$ cat config.mk
export PLATFORM = sky130hd
export DESIGN_NAME = rmii_rx_align
export DESIGN_NICKNAME = d
export VERILOG_FILES = /design/src/rtl/eth_rmii_pkg.sv /design/src/rtl/rmii_rx_align_sat_counter.sv /design/src/rtl/rmii_rx_align.sv
export SDC_FILE = /design/constraint.sdc
export NUM_CORES = 1
export LEC_CHECK = 0
export ABC_CLOCK_PERIOD_IN_PS = 3200
export CAP_MARGIN = 15
export CORE_MARGIN = 10
export CORE_UTILIZATION = 50
export CTS_CLUSTER_SIZE = 10
export DETAILED_ROUTE_END_ITERATION = 6
export GPL_ROUTABILITY_DRIVEN = 0
export HOLD_SLACK_MARGIN = 0.05
export PLACE_DENSITY = 0.85
export SYNTH_ARGS = -nofsm -noshare
export SYNTH_HDL_FRONTEND = slang
export SYNTH_HIERARCHICAL = 1
export SYNTH_SLANG_ARGS = --single-unit
export TNS_END_PERCENT = 5
$ cat constraint.sdc
create_clock -name clk_50 -period 3.2 [get_ports clk_50]
set_clock_uncertainty 0.1 [all_clocks]
set_input_delay 0.64 -clock clk_50 [delete_from_list [all_inputs] [get_ports clk_50]]
set_output_delay 0.64 -clock clk_50 [all_outputs]
set_load 0.1 [all_outputs]
$ cat src/rtl/eth_rmii_pkg.sv
// Shared types and constants for the RMII receive path.
package eth_rmii_pkg;

    typedef enum logic [1:0] {
        RX_IDLE,
        RX_PREAMBLE,
        RX_DATA,
        RX_DRAIN
    } rx_state_t;

    localparam logic [1:0]  DIBIT_PRE     = 2'b01;
    localparam logic [1:0]  DIBIT_SFD     = 2'b11;
    localparam int unsigned DEF_MAX_BYTES = 1536;

endpackage

$ cat src/rtl/rmii_rx_align_sat_counter.sv
// Saturating up-counter; holds at all-ones instead of wrapping.
module sat_counter #(
    parameter int unsigned W = 16
) (
    input  logic         clk,
    input  logic         rst,
    input  logic         inc,
    output logic [W-1:0] q
);

    logic [W-1:0] q_q;
    logic [W-1:0] q_d;

    always_comb begin
        q_d = q_q;
        if (inc && (q_q != '1)) begin
            q_d = q_q + W'(1);
        end
    end

    always_ff @(posedge clk or posedge rst) begin
        if (rst) begin
            q_q <= '0;
        end else begin
            q_q <= q_d;
        end
    end

    assign q = q_q;

endmodule

$ cat src/rtl/rmii_rx_align.sv
// RMII receive front end: preamble/SFD detection, LSB-first byte assembly,
// frame error tracking and saturating good/drop frame counters.
module rmii_rx_align
    import eth_rmii_pkg::*;
#(
    parameter int unsigned MIN_PREAMBLE = 3,
    parameter int unsigned MAX_BYTES    = DEF_MAX_BYTES,
    parameter int unsigned CNT_W        = 16
) (
    input  logic             clk_50,
    input  logic             rst,
    input  logic             loopback,
    input  logic [1:0]       rmii_rxd,
    input  logic             rmii_crs_dv,
    input  logic             rmii_rx_er,
    input  logic [1:0]       lb_txd,
    input  logic             lb_tx_en,
    output logic             mii_rx_frame_o,
    output logic [7:0]       mii_rx_data_o,
    output logic             mii_rx_byte_received_o,
    output logic             mii_rx_error_o,
    output logic [CNT_W-1:0] frame_cnt_o,
    output logic [CNT_W-1:0] drop_cnt_o
);

    localparam int unsigned BC_W = $clog2(MAX_BYTES + 1);

    logic             dv_q, dv_d;
    logic [1:0]       rxd_q, rxd_d;
    logic             er_q, er_d;

    rx_state_t        state_q, state_d;
    logic [4:0]       pre_cnt_q, pre_cnt_d;
    logic [1:0]       dib_idx_q, dib_idx_d;
    logic [5:0]       sh_q, sh_d;
    logic [BC_W-1:0]  byte_cnt_q, byte_cnt_d;
    logic [7:0]       data_q, data_d;
    logic             strobe_q, strobe_d;
    logic             frame_q, frame_d;
    logic             err_q, err_d;
    logic             frame_inc_q, frame_inc_d;
    logic             drop_inc_q, drop_inc_d;

    // PHY receive error has no meaning on the looped-back transmit path.
    always_comb begin
        dv_d  = loopback ? lb_tx_en : rmii_crs_dv;
        rxd_d = loopback ? lb_txd   : rmii_rxd;
        er_d  = loopback ? 1'b0     : rmii_rx_er;
    end

    always_comb begin
        state_d     = state_q;
        pre_cnt_d   = pre_cnt_q;
        dib_idx_d   = dib_idx_q;
        sh_d        = sh_q;
        byte_cnt_d  = byte_cnt_q;
        data_d      = data_q;
        strobe_d    = 1'b0;
        frame_d     = frame_q;
        err_d       = err_q;
        frame_inc_d = 1'b0;
        drop_inc_d  = 1'b0;

        unique case (state_q)
            RX_IDLE: begin
                if (dv_q && (rxd_q == DIBIT_PRE)) begin
                    state_d   = RX_PREAMBLE;
                    pre_cnt_d = 5'd1;
                end
            end
            RX_PREAMBLE: begin
                if (!dv_q) begin
                    state_d = RX_IDLE;
                end else if (rxd_q == DIBIT_PRE) begin
                    if (pre_cnt_q != '1) pre_cnt_d = pre_cnt_q + 5'd1;
                end else if ((rxd_q == DIBIT_SFD) && ({27'd0, pre_cnt_q} >= MIN_PREAMBLE)) begin
                    state_d    = RX_DATA;
                    dib_idx_d  = '0;
                    byte_cnt_d = '0;
                    err_d      = 1'b0;
                    frame_d    = 1'b1;
                end else begin
                    state_d = RX_IDLE;
                end
            end
            RX_DATA: begin
                if (dv_q) begin
                    sh_d      = {rxd_q, sh_q[5:2]};
                    dib_idx_d = dib_idx_q + 2'd1;
                    if (er_q) err_d = 1'b1;
                    if (dib_idx_q == 2'd3) begin
                        // The byte that would exceed the limit is never presented.
                        if (byte_cnt_q == BC_W'(MAX_BYTES)) begin
                            err_d   = 1'b1;
                            frame_d = 1'b0;
                            state_d = RX_DRAIN;
                        end else begin
                            data_d     = {rxd_q, sh_q};
                            strobe_d   = 1'b1;
                            byte_cnt_d = byte_cnt_q + BC_W'(1);
                        end
                    end
                end else begin
                    state_d = RX_IDLE;
                    frame_d = 1'b0;
                    if (dib_idx_q != 2'd0) begin
                        err_d      = 1'b1;
                        drop_inc_d = 1'b1;
                    end else if (err_q) begin
                        drop_inc_d = 1'b1;
                    end else begin
                        frame_inc_d = 1'b1;
                    end
                end
            end
            RX_DRAIN: begin
                if (!dv_q) begin
                    state_d    = RX_IDLE;
                    drop_inc_d = 1'b1;
                end
            end
            default: state_d = RX_IDLE;
        endcase
    end

    always_ff @(posedge clk_50 or posedge rst) begin
        if (rst) begin
            dv_q        <= 1'b0;
            rxd_q       <= '0;
            er_q        <= 1'b0;
            state_q     <= RX_IDLE;
            pre_cnt_q   <= '0;
            dib_idx_q   <= '0;
            sh_q        <= '0;
            byte_cnt_q  <= '0;
            data_q      <= '0;
            strobe_q    <= 1'b0;
            frame_q     <= 1'b0;
            err_q       <= 1'b0;
            frame_inc_q <= 1'b0;
            drop_inc_q  <= 1'b0;
        end else begin
            dv_q        <= dv_d;
            rxd_q       <= rxd_d;
            er_q        <= er_d;
            state_q     <= state_d;
            pre_cnt_q   <= pre_cnt_d;
            dib_idx_q   <= dib_idx_d;
            sh_q        <= sh_d;
            byte_cnt_q  <= byte_cnt_d;
            data_q      <= data_d;
            strobe_q    <= strobe_d;
            frame_q     <= frame_d;
            err_q       <= err_d;
            frame_inc_q <= frame_inc_d;
            drop_inc_q  <= drop_inc_d;
        end
    end

    sat_counter #(.W(CNT_W)) u_frame_cnt (
        .clk (clk_50),
        .rst (rst),
        .inc (frame_inc_q),
        .q   (frame_cnt_o)
    );

    sat_counter #(.W(CNT_W)) u_drop_cnt (
        .clk (clk_50),
        .rst (rst),
        .inc (drop_inc_q),
        .q   (drop_cnt_o)
    );

    assign mii_rx_frame_o         = frame_q;
    assign mii_rx_data_o          = data_q;
    assign mii_rx_byte_received_o = strobe_q;
    assign mii_rx_error_o         = err_q;

endmodule

==> reports/results.tsv <==
metric	value	unit
starting_utilization_of_the_core_area	0.515	
antenna_left	0	
arrival	2340	ps
finalWirelength	7610	um
synth-seq-area-share	0.500	
synth_enable_flop_cells	0	
cp.required	3320	ps
tritoncts.num_buffers	9	
p_per_area	418	nW/um^2
std_cell_rows	31	
leakagePower	2.17	nW
core_area	7290	um^2
die_height	107	um
ctsLongestPathBuffers	2	
cts.repair.resized	0	
cts.sinks	75	
fin_cells	487	
clock_tree.htree_level_count	3	
unrepaired_setup_endpoints_after_global_routing	no	
report.final.slew_viol_count	0	
antenna_found_initial	0	
chipWidth	107	um
insertion_delay	340	ps
hold_viol	0	
yosys_register_bits	75	
grt_pass1_wl	13200	um
cts_tree	yes	
remaining_drc_errors	0	
finalPower	0.00186	W
detail_route.iter0.violations	110	
worst_setup_hold_path_clk_slew	70	ps
io-pin-count	53	
yosysTopAreaCell	dfrtp_1	
detailedRoute.firstPassIterationCount	4	
synth_cells	325	
cts_setup_buffers	0	
dpl_cell_area	4250	um^2
timing.fmax	451	MHz
status	finished, final reports clean	
setup_viol	0	
fin_area	4440	um^2
worst_hold_path_type	flip-flop to flip-flop	
synthesis.area_per_instance	11.5	um^2
worst_slew_pin_tran	608	ps
postSynthNetCount	343	
global_route.usage.total	0.140	
grt_pass1_vias	2689	
cap_violations	0	
num_antenna_cells	0	
setup.worst_path.class	flip-flop to flip-flop	
placed_cells_incl_taps	471	
synthMostInstantiatedCell	dfrtp_1	
ctsRootBufferMaster	clkbuf_8	
synth.cell_area	3750	um^2
async_reset_ff_frac	1.00	
kind_of_start_point_of_the_critical_path	flip-flop	
ranking_of_synthesized_cells_by_area	dfrtp_1, xnor2_1, mux2_2	
yosysTopAreaCellShare	0.500	
synth_cell_type_count	48	
vias_per_cell	5.52	
final.period_utilization	0.693	
final_net_count	401	
min_clock_period_post_route	2220	ps
port-buffer-count	52	
number_of_warning_messages_in_the_yosys_log	6	
area_delta_synth_final	18.4	%
worst_ir_drop_vdd	0.000300	V
worstSetupEndpointType	flip-flop	
max-slew-margin-rel	0.594	
route.detailed.wl_per_inst	15.6	um
nFillCells	602	
dieArea	11400	um^2
ys_dominant_reg_cell	dfrtp_1	
worstPathMaxFanout	14	
drive_gt1_frac	0.242	
largest_net_degree_at_the_start_of_global_routing	44	
setup_total_neg_slack	0	ps
routed-via-count	2690	
post_synth_most_frequent_cells	dfrtp_1, nand2_1, nor2_1, xnor2_1, nand3_1	
cts-hold-fix-buffers	0	
grt_overflow	0	
detailed_place_hpwl	5610	um
==> critical path, stage by stage, from the launching register on <==
cell and delay, ps:
dfrtp_1 620, nand3b_4 240, a311oi_2 520, buf_4 250
nor2_1 80, mux2_2 300
==> placed cells by master (no fill, tap or decap), drive strengths merged, types with 8 or more instances in the layout <==
| cell | n |
|---|---|
| inv | 8 |
| nand3 | 19 |
| and3 | 12 |
| clkdlybuf4s50 | 9 |
| nand4 | 20 |
| mux2 | 26 |
| xnor2 | 22 |
| nor2 | 22 |
| dfrtp | 75 |
| and4 | 9 |
| clkbuf | 11 |
| nand2 | 25 |
| buf | 45 |
| ha | 8 |
==> where the power goes <==
part,internal (W),switching [W]
Sequential,0.000968,0.0000330
Clock,0.000378,0.000330
Combinational,0.0000493,0.0000972
Total,0.00139,0.000461
==> final cells by class <==
type                       instances  area, um^2  area share
sequential                        75        1880       0.422
clock buffer                      11         141      0.0318
inverter                           8        30.0     0.00676
timing repair buffer              54         428      0.0963
multi-input combinational        235        1790       0.403
tap                               99         124      0.0279
clock inverter                     5        52.6      0.0118
==> worst paths after layout <==
path	start	endpoint	depth (start not counted)	slack, ps
setup / recovery	dv_q$_DFF_PP0_	byte_cnt_q[0]$_DFFE_PP0P_	5	980
hold / removal	mii_rx_data_o[7]$_DFFE_PP0P_	mii_rx_data_o[7]$_DFFE_PP0P_	1	390
setup reg to reg	dv_q$_DFF_PP0_	byte_cnt_q[0]$_DFFE_PP0P_	5	980
hold reg to reg	mii_rx_data_o[7]$_DFFE_PP0P_	mii_rx_data_o[7]$_DFFE_PP0P_	1	390
max in group asynchronous	rst	byte_cnt_q[5]$_DFFE_PP0P_	3	1890
min in group asynchronous	rst	u_drop_cnt/q[12]$_DFFE_PP0P_	2	650
==> flip-flops by register name, indices dropped and copies added, names as in the netlist, 2 cells and up <==
name / flops
byte_cnt_q: 11
rxd_q: 2
dib_idx_q: 2
pre_cnt_q: 5
u_frame_cnt/q: 16
u_drop_cnt/q: 16
sh_q: 6
state_q: 2
mii_rx_data_o: 8
==> kinds of logic after synthesis <==
kind of cell | after synthesis | synth area share
fa+ha+maj | 8 | 0.0267
flops | 75 | 0.500
compound gates | 31 | 0.0634
mux | 30 | 0.0887
buf+inv | 15 | 0.0227
xor+xnor | 26 | 0.0607
simple gates | 140 | 0.238
==> metrics by stage <==
stage	hold WS [ps]	util	worst slack, ps
final	387	0.609	981
after detailed placement	376	0.583	1020
after global routing	403	0.609	885
after global placement	372	0.583	1100
after CTS	393	0.609	998
after floorplan	359	-	893
==> metal layers <==
| layer | vias to the layer above | global-route usage | part of all wire |
|---|---|---|---|
| met4 | 0 | 0.0474 | 0.012 |
| li1 | 1289 | - | - |
| met1 | 1328 | 0.168 | 0.44 |
| met5 | - | 0 | 0 |
| met3 | 8 | 0.0527 | 0.059 |
| met2 | 65 | 0.228 | 0.49 |
No activity file was read; power rests on OpenSTA's default activity.
